$ cat src/rtl/ras_pkg.sv
// Shared types and jump classification for the return-address stack.
package ras_pkg;

  typedef enum logic [1:0] {
    NONE,
    PUSH,
    POP,
    POPPUSH
  } ras_op_e;

  localparam logic [4:0] LINK_X1 = 5'd1;
  localparam logic [4:0] LINK_X5 = 5'd5;

  // x1/x5 link-register hints decide what a JAL/JALR does to the stack.
  function automatic ras_op_e ras_classify(input logic [4:0] rs1,
                                           input logic [4:0] rd,
                                           input logic       is_jal);
    logic rd_l;
    logic rs1_l;
    rd_l  = (rd == LINK_X1) || (rd == LINK_X5);
    rs1_l = ((rs1 == LINK_X1) || (rs1 == LINK_X5)) && !is_jal;
    if (rd_l && rs1_l) begin
      return (rs1 == rd) ? PUSH : POPPUSH;
    end else if (rd_l) begin
      return PUSH;
    end else if (rs1_l) begin
      return POP;
    end
    return NONE;
  endfunction

endpackage

$ cat src/rtl/ras_storage.sv
// DEPTH x XLEN register file: one synchronous write port, one asynchronous read port.
module ras_storage #(
  parameter int DEPTH = 16,
  parameter int XLEN  = 64
) (
  input  logic                     clk,
  input  logic                     we,
  input  logic [$clog2(DEPTH)-1:0] waddr,
  input  logic [XLEN-1:0]          wdata,
  input  logic [$clog2(DEPTH)-1:0] raddr,
  output logic [XLEN-1:0]          rdata
);

  logic [XLEN-1:0] mem [DEPTH];

  // Contents are deliberately not reset; count gates their use.
  always_ff @(posedge clk) begin
    if (we) begin
      mem[waddr] <= wdata;
    end
  end

  assign rdata = mem[raddr];

endmodule

$ cat src/rtl/ras_predictor.sv
// Return-address stack with combinational return prediction and overflow/underflow counters.
// Optional checkpoint/restore of {tos,count} is enabled by defining RAS_CHECKPOINT_EN.
module ras_predictor
  import ras_pkg::*;
#(
  parameter int DEPTH = 16,
  parameter int XLEN  = 64,
  parameter int CNT_W = 16
) (
  input  logic                     clk,
  input  logic                     rst_n,
  input  logic                     jump_valid,
  input  logic                     jump_is_jal,
  input  logic [XLEN-1:0]          jump_pc,
  input  logic [4:0]               jump_rs1,
  input  logic [4:0]               jump_rd,
`ifdef RAS_CHECKPOINT_EN
  input  logic                     ckpt_save,
  input  logic                     ckpt_restore,
`endif
  output logic                     pred_valid,
  output logic [XLEN-1:0]          pred_addr,
  output logic [$clog2(DEPTH):0]   count,
  output logic [CNT_W-1:0]         ovf_cnt,
  output logic [CNT_W-1:0]         udf_cnt
);

  localparam int AW = $clog2(DEPTH);
  localparam int CW = AW + 1;

  ras_op_e         op;
  logic [AW-1:0]   tos;
  logic [AW-1:0]   tos_next;
  logic [CW-1:0]   count_next;
  logic            we;
  logic [AW-1:0]   waddr;
  logic [XLEN-1:0] link;
  logic            ovf_inc;
  logic            udf_inc;
  logic            empty;
  logic            full;
  logic            drop_jump;

`ifdef RAS_CHECKPOINT_EN
  logic [AW-1:0]   snap_tos;
  logic [CW-1:0]   snap_count;
  assign drop_jump = ckpt_restore;
`else
  assign drop_jump = 1'b0;
`endif

  assign link  = jump_pc + XLEN'(4);
  assign empty = (count == '0);
  assign full  = (count == CW'(DEPTH));
  assign op    = (jump_valid && !drop_jump) ? ras_classify(jump_rs1, jump_rd, jump_is_jal) : NONE;

  ras_storage #(.DEPTH(DEPTH), .XLEN(XLEN)) u_storage (
    .clk   (clk),
    .we    (we),
    .waddr (waddr),
    .wdata (link),
    .raddr (tos),
    .rdata (pred_addr)
  );

  // A POPPUSH on an empty stack degrades into a plain PUSH plus an underflow event.
  always_comb begin
    tos_next   = tos;
    count_next = count;
    we         = 1'b0;
    waddr      = tos;
    ovf_inc    = 1'b0;
    udf_inc    = 1'b0;
    pred_valid = 1'b0;
    case (op)
      PUSH: begin
        tos_next = tos + AW'(1);
        we       = 1'b1;
        waddr    = tos + AW'(1);
        if (full) begin
          ovf_inc = 1'b1;
        end else begin
          count_next = count + CW'(1);
        end
      end
      POP: begin
        if (!empty) begin
          pred_valid = 1'b1;
          tos_next   = tos - AW'(1);
          count_next = count - CW'(1);
        end else begin
          udf_inc = 1'b1;
        end
      end
      POPPUSH: begin
        we = 1'b1;
        if (!empty) begin
          pred_valid = 1'b1;
        end else begin
          udf_inc    = 1'b1;
          tos_next   = tos + AW'(1);
          waddr      = tos + AW'(1);
          count_next = count + CW'(1);
        end
      end
      default: ;
    endcase
  end

  always_ff @(posedge clk or negedge rst_n) begin
    if (!rst_n) begin
      tos     <= '0;
      count   <= '0;
      ovf_cnt <= '0;
      udf_cnt <= '0;
    end else begin
`ifdef RAS_CHECKPOINT_EN
      if (ckpt_restore) begin
        tos   <= snap_tos;
        count <= snap_count;
      end else begin
        tos   <= tos_next;
        count <= count_next;
      end
`else
      tos   <= tos_next;
      count <= count_next;
`endif
      if (ovf_inc && (ovf_cnt != '1)) begin
        ovf_cnt <= ovf_cnt + CNT_W'(1);
      end
      if (udf_inc && (udf_cnt != '1)) begin
        udf_cnt <= udf_cnt + CNT_W'(1);
      end
    end
  end

`ifdef RAS_CHECKPOINT_EN
  // The snapshot takes the pre-update pointers; a simultaneous restore wins.
  always_ff @(posedge clk or negedge rst_n) begin
    if (!rst_n) begin
      snap_tos   <= '0;
      snap_count <= '0;
    end else if (ckpt_save && !ckpt_restore) begin
      snap_tos   <= tos;
      snap_count <= count;
    end
  end
`endif

endmodule
$ cat config.mk
export PLATFORM = sky130hd
export DESIGN_NAME = ras_predictor
export DESIGN_NICKNAME = d
export VERILOG_FILES = /design/src/rtl/ras_pkg.sv /design/src/rtl/ras_storage.sv /design/src/rtl/ras_predictor.sv
export SDC_FILE = /design/constraint.sdc
export NUM_CORES = 1
export LEC_CHECK = 0
export ABC_AREA = 1
export CAP_MARGIN = 20
export CORE_AREA = 3 3 291 293
export CTS_CLUSTER_SIZE = 16
export DETAILED_ROUTE_END_ITERATION = 16
export DIE_AREA = 0 0 294 296
export GPL_ROUTABILITY_DRIVEN = 0
export MAX_ROUTING_LAYER = met4
export PLACE_DENSITY = 0.83
export SLEW_MARGIN = 20
export SYNTH_ARGS = -nofsm -noshare
export SYNTH_HDL_FRONTEND = slang
export SYNTH_SLANG_ARGS = --single-unit
$ cat constraint.sdc
create_clock -name clk -period 11.99 [get_ports clk]
set_input_delay 1.7985 -clock clk [delete_from_list [all_inputs] [get_ports clk]]
set_output_delay 1.7985 -clock clk [all_outputs]
set_load 0.01 [all_outputs]
### Word level (Yosys, flattened, before mapping)

Memory sizes are Yosys's and may differ from the RTL's.
Index checks and enable logic that the tools add are counted.

* input port bits: 78
* memory bits (read-only): 0
* bits in writable memories: 1024
* output and inout port bits: 102
* register bits after elaboration: 41
* memories kept: 1
* logic and storage cells: 65
* latch bits: 0

Memory list
* u_storage.mem: depth 16, width 64, read ports 1, clocked after memory_dff 0, write ports 1, line ras_storage.sv:14 `logic [XLEN-1:0] mem [DEPTH];`

* shifts and indexed selects: 0
* multiplexer cells: 26
* reductions and logical operators: 13
* bitwise logic cells: 0
* equality and inequality tests: 14
* $add $sub $neg: 7
* $lt $le $gt $ge: 0
* multiply operators: 0
* divide/modulo/power cells: 0

Operator list (number)
* adder 64 x 3 -> 64 bit (second input constant): 1
* adder 16 x 1 -> 16 bit (second input constant): 2
* != test 16 bit (second input constant): 2
* two-way mux 5 bit: 3
* case mux 5 bit (3 select lines): 1
* two-way mux 1 bit: 12
* two-way mux 2 bit: 6
* case mux 4 bit (3 select lines): 1
* == test 5 x 1 -> 1 bit (second input constant): 2
* == test 5 x 3 -> 1 bit (second input constant): 2
* two-way mux 4 bit: 2
* case mux 4 bit (2 select lines): 1
* != test 2 bit (second input constant): 3
* adder 5 x 1 -> 5 bit (second input constant): 1
* == test 5 bit: 1
* == test 5 bit (second input constant): 1
* logical NOT 5 bit: 1
* subtractor 5 x 1 -> 5 bit (second input constant): 1
* adder 4 x 1 -> 4 bit (second input constant): 1
* == test 2 bit (second input constant): 2
* logical AND 1 bit: 4
* AND reduction 4 bit: 1
* OR reduction 2 bit: 2
* subtractor 4 x 1 -> 4 bit (second input constant): 1
* other kinds (5): 6

### Depth between registers and ports, before layout

* depth in word-level cells: 13
* mapped depth: 17
* mapped depth without buffers: 17

### Cells and area by module

From an unflattened synthesis, not the netlist that was laid out.

* cells, all modules: 4907
* area, all modules: 48814.3 um^2

Modules (own cells, without submodules)
* ras_storage: instances 1, area each 44004.7 um^2, seq. area each 30749.5 um^2, cells an instance 4146
* ras_predictor: instances 1, area each 4809.6 um^2, seq. area each 1026.0 um^2, cells an instance 761

### Least setup slack after synthesis

No wires, ideal clock.

* path kind: in2reg
* start: in jump_valid
* end: mem u_storage.mem[3][0] (enable)
* arrival time: 5383 ps
* path slack: 6120 ps
* cell stages on the path: 10
* setup time: 486 ps
* path buffers: 0
* required time: 11504 ps
* cell sequence: inv_1 > nor2_1 > nand2_1 > nor2_4 > nand2_4 > nor2_2 > nand2_1 > nand3_1 > nand2_1 > nor2_1

* longest elaborated chain between the ends: 6
* elaborated cells between the ends (all ways): 8
* classes of those cells: 2 x eq/ne; 5 x mux; 1 x reduce/logical

RTL lines
* start, declared: line ras_predictor.sv:12 `input logic jump_valid,`
* two-way mux 2 bit (*): line ras_predictor.sv:55 `assign op = (jump_valid && !drop_jump) ? ras_classify(jump_rs1, jump_rd, jump_is_jal) : NONE;`
* == test 2 bit / == test 2 x 1 -> 1 bit (equally long branches): line ras_predictor.sv:75 `case (op)`
* OR reduction 2 bit (no line)
* two-way mux 1 bit: line ras_predictor.sv:75
* two-way mux 1 bit: line ras_storage.sv:18 `if (we) begin`
* two-way mux 1 bit (not written as such): line ras_storage.sv:19 `mem[waddr] <= wdata;`
* end, declared: line ras_storage.sv:14

Mark *: on every way between the ends. The rest lies on a longest branch, timed or not.

### Worst setup path after layout

* start: reg tos[0]
* end: out pred_addr[11]

* longest elaborated chain between the ends: 1

RTL lines
* start, declared: line ras_predictor.sv:32 `logic [AW-1:0] tos;`
* start signal, assigned: line ras_predictor.sv:126 `tos <= tos_next;`
* memory read (16 x 64 bit)
* end, declared: line ras_predictor.sv:22 `output logic [XLEN-1:0] pred_addr,`

No other way between the ends.

==> results.cfg <==
[die]
rows = 105
core_area_mm2 = 0.0821
die_w_um = 294
dieHeight_um = 296
start_util_pct = 55.1
ioPinCount = 180
dieArea_mm2 = 0.0870

[global_routing]
antenna_found_initial = 3
grt_max_degree = 217
grtUsageTotal_pct = 27.9
overflow = 0
grt_pass1_wl_um = 179000
grt_pass1_vias = 31100

[layout]
drive_gt1_share_pct = 6.40
layout.cells.non_filler = 5294
n_fill_cell = 5648
syn2layout_area_growth_pct = 13.4
design_area_mm2 = 0.0513
nets = 4226

[sta]
slew_viol_final = 0
grt_setup_unrepaired = no
worstMarginPinSlew_ns = 1.13
finalCritPeriodShare_pct = 54.5
timing_hold_violations_final = 0
fin_setup_tns_ns = 0
relSlewSlack_pct = 24.0
fin_crit_ns = 6.53
fmax_ghz = 0.153
setup_slack_ns = 5.46
clock_skew_ns = 0.0263
finalSetupViolations = 0

[pwr]
pwr-share-comb_pct = 33.4
vdd_ir_drop_max_mv = 0.209
p_sw_mw = 3.93
p_leak_nw = 17.9
p_sw_share_pct = 35.9
clkPwrFrac_pct = 27.8
p_int_mw = 7.02
seq_power_share_pct = 38.8
power_density_mw_per_mm2 = 213

[clock_network]
cts_tree = yes
cts.sink_count = 1065
insertion_delay_ns = 0.66
ctsLongestPathBuffers = 3
cts-root-buf = clkbuf_16
hold_buffers = 0
cts_setup_buffers = 0
numCtsBuffers = 100
clk_pin_slew_ns = 0.06
h-tree-depth = 3
post_cts_resized = 0

[routing]
detail-route-antenna-nets = 0
drt_first_pass_iters = 7
drc = 0
num_vias = 32400
drtIter0Drc = 4557
vias_per_cell = 6.11
drt_wl_total_um = 120000
post_drt_wl_per_cell_um = 22.6

[synthesis]
yosys_warnings = 0
avgSynthCellArea_um2 = 11.3
synth_cell_types = 41
synth_fp_nets = 4097
yosysSeqAreaShare_pct = 70.2
synthTopCellsByCount = nand2_1, edfxtp_1, nor2_1
yosys-top-cells-area = edfxtp_1, nand2_1, nor2_1
synth_edf_count = 1024
synth_area_mm2 = 0.0452
synth_most_common_cell = nand2_1
yosysTopAreaCellShare_pct = 68.0
synthCells = 4010
synthArstFlopShare_pct = 3.85
synth_seq_cells = 1065
synth-main-ff-cell = edfxtp_1
yosysTopAreaCell = edfxtp_1

[critical_path]
worstPathArrival_ns = 4.74
required_ns = 10.19
path_cells = inv_12, buf_4, nand2_1, a21oi_1, o31ai_1, o21ai_1, clkdlybuf4s50_1
slowest_delay_ns = 0.80
cp-start-kind = flop
critPathMaxFanout = 157
crit_type = flop to output pin
end_kind = output pin
critPathSlowestCell = buf_4

[job]
maxCapViolCount = 0

[placement]
hpwl_um = 64700
dpl_cell_area_mm2 = 0.0480
pre_cts_slack_ns = 6.15
dp_cells = 5107
io_buffers = 179

[status]
status = completed

[hold_path]
hp-class = flop to flop
==> metrics by stage <==
stage	power, mW	utilization [%]	hold slack [ns]
floorplan	6.52	-	0.534
global placement	7.79	58.5	0.496
detailed placement	7.88	58.5	0.503
CTS	10.9	62.3	0.520
global route	11.4	62.5	0.554
finish	10.9	62.5	0.519
==> power by group through the flow <==
stage                     registers (mW)  clock network [mW]  logic [mW]
after floorplan                     4.22                   0        2.30
after global placement              4.32                   0        3.47
after detailed placement            4.32                   0        3.56
after CTS                           4.24                3.06        3.62
after global routing                4.25                3.21        3.96
final                               4.25                3.04        3.66
==> routing by layer <==
metal,vias up,routed length [um],track usage (%)
met5,-,0,-
met4,0,4940,12.9
met3,385,15500,4.57
met2,2428,56400,43.2
met1,15300,42700,36.6
li1,14200,-,-
==> state kept, by name, indices dropped and copies added, names as in the netlist <==
register / cells
count: 5
ovf_cnt: 16
udf_cnt: 16
tos: 4
u_storage.mem: 1024
==> final timing paths <==
path,to,from,slack (ns),depth (start not counted)
max,pred_addr[11],tos[0],5.46,7
min,ovf_cnt[13],ovf_cnt[13],0.52,2
max reg2reg,u_storage.mem[1][50],tos[2],6.47,11
min reg2reg,ovf_cnt[13],ovf_cnt[13],0.52,2
max in group asynchronous,tos[0],rst_n,10.01,1
min in group asynchronous,count[3],rst_n,1.28,1
==> cells by family after synthesis <==
logic type,share of synthesized area [%]
and+or+nand+nor,16.8
AOI/OAI and AO/OA,7.27
DFF,70.2
buffers and inverters,3.79
adders and majority gates,0.266
xor gates and xnor gates,1.67
==> final cells by class <==
cell class,instances,area (um^2),area share [%]
antenna,2,5.00,0.00976
clock buffer,123,2590,5.05
clock inverter,62,556,1.08
inverter,168,647,1.26
multi-input combinational,2560,12100,23.5
sequential,1065,31800,62.0
tap,1070,1340,2.61
timing repair buffer,244,2300,4.49
==> cell usage in the layout, fill, tap and decap left out, types with 4 or more instances in the layout <==
cell and count:
nand2_1 1028, edfxtp_1 1024, nor2_1 448, o21ai_0 230
nand3_1 210, clkdlybuf4s50_1 178, inv_1 163, a21oi_1 157
clkbuf_16 100, o21ai_1 90, nor3_1 75, nand4_1 65
buf_4 62, o31ai_1 55, a31oi_1 44, xor2_1 42
dfrtp_1 37, clkinv_1 25, clkbuf_1 23, a211oi_1 21
nor2_4 18, xnor2_1 18, xor2_2 17, clkinv_2 15
xnor2_2 9, ha_1 8, bufinv_16 7, clkinvlp_4 5
nor2_2 4, inv_6 4, dfrtp_4 4
==> critical path: cells and delay by family, from the launching register on <==
| kind | cells | cell delay [ns] |
|---|---|---|
| compound gates | 3 | 0.86 |
| buf+inv | 3 | 2.08 |
| flops | 1 | 0.78 |
| simple gates | 1 | 0.14 |
Power figures use the tool's default switching activity.
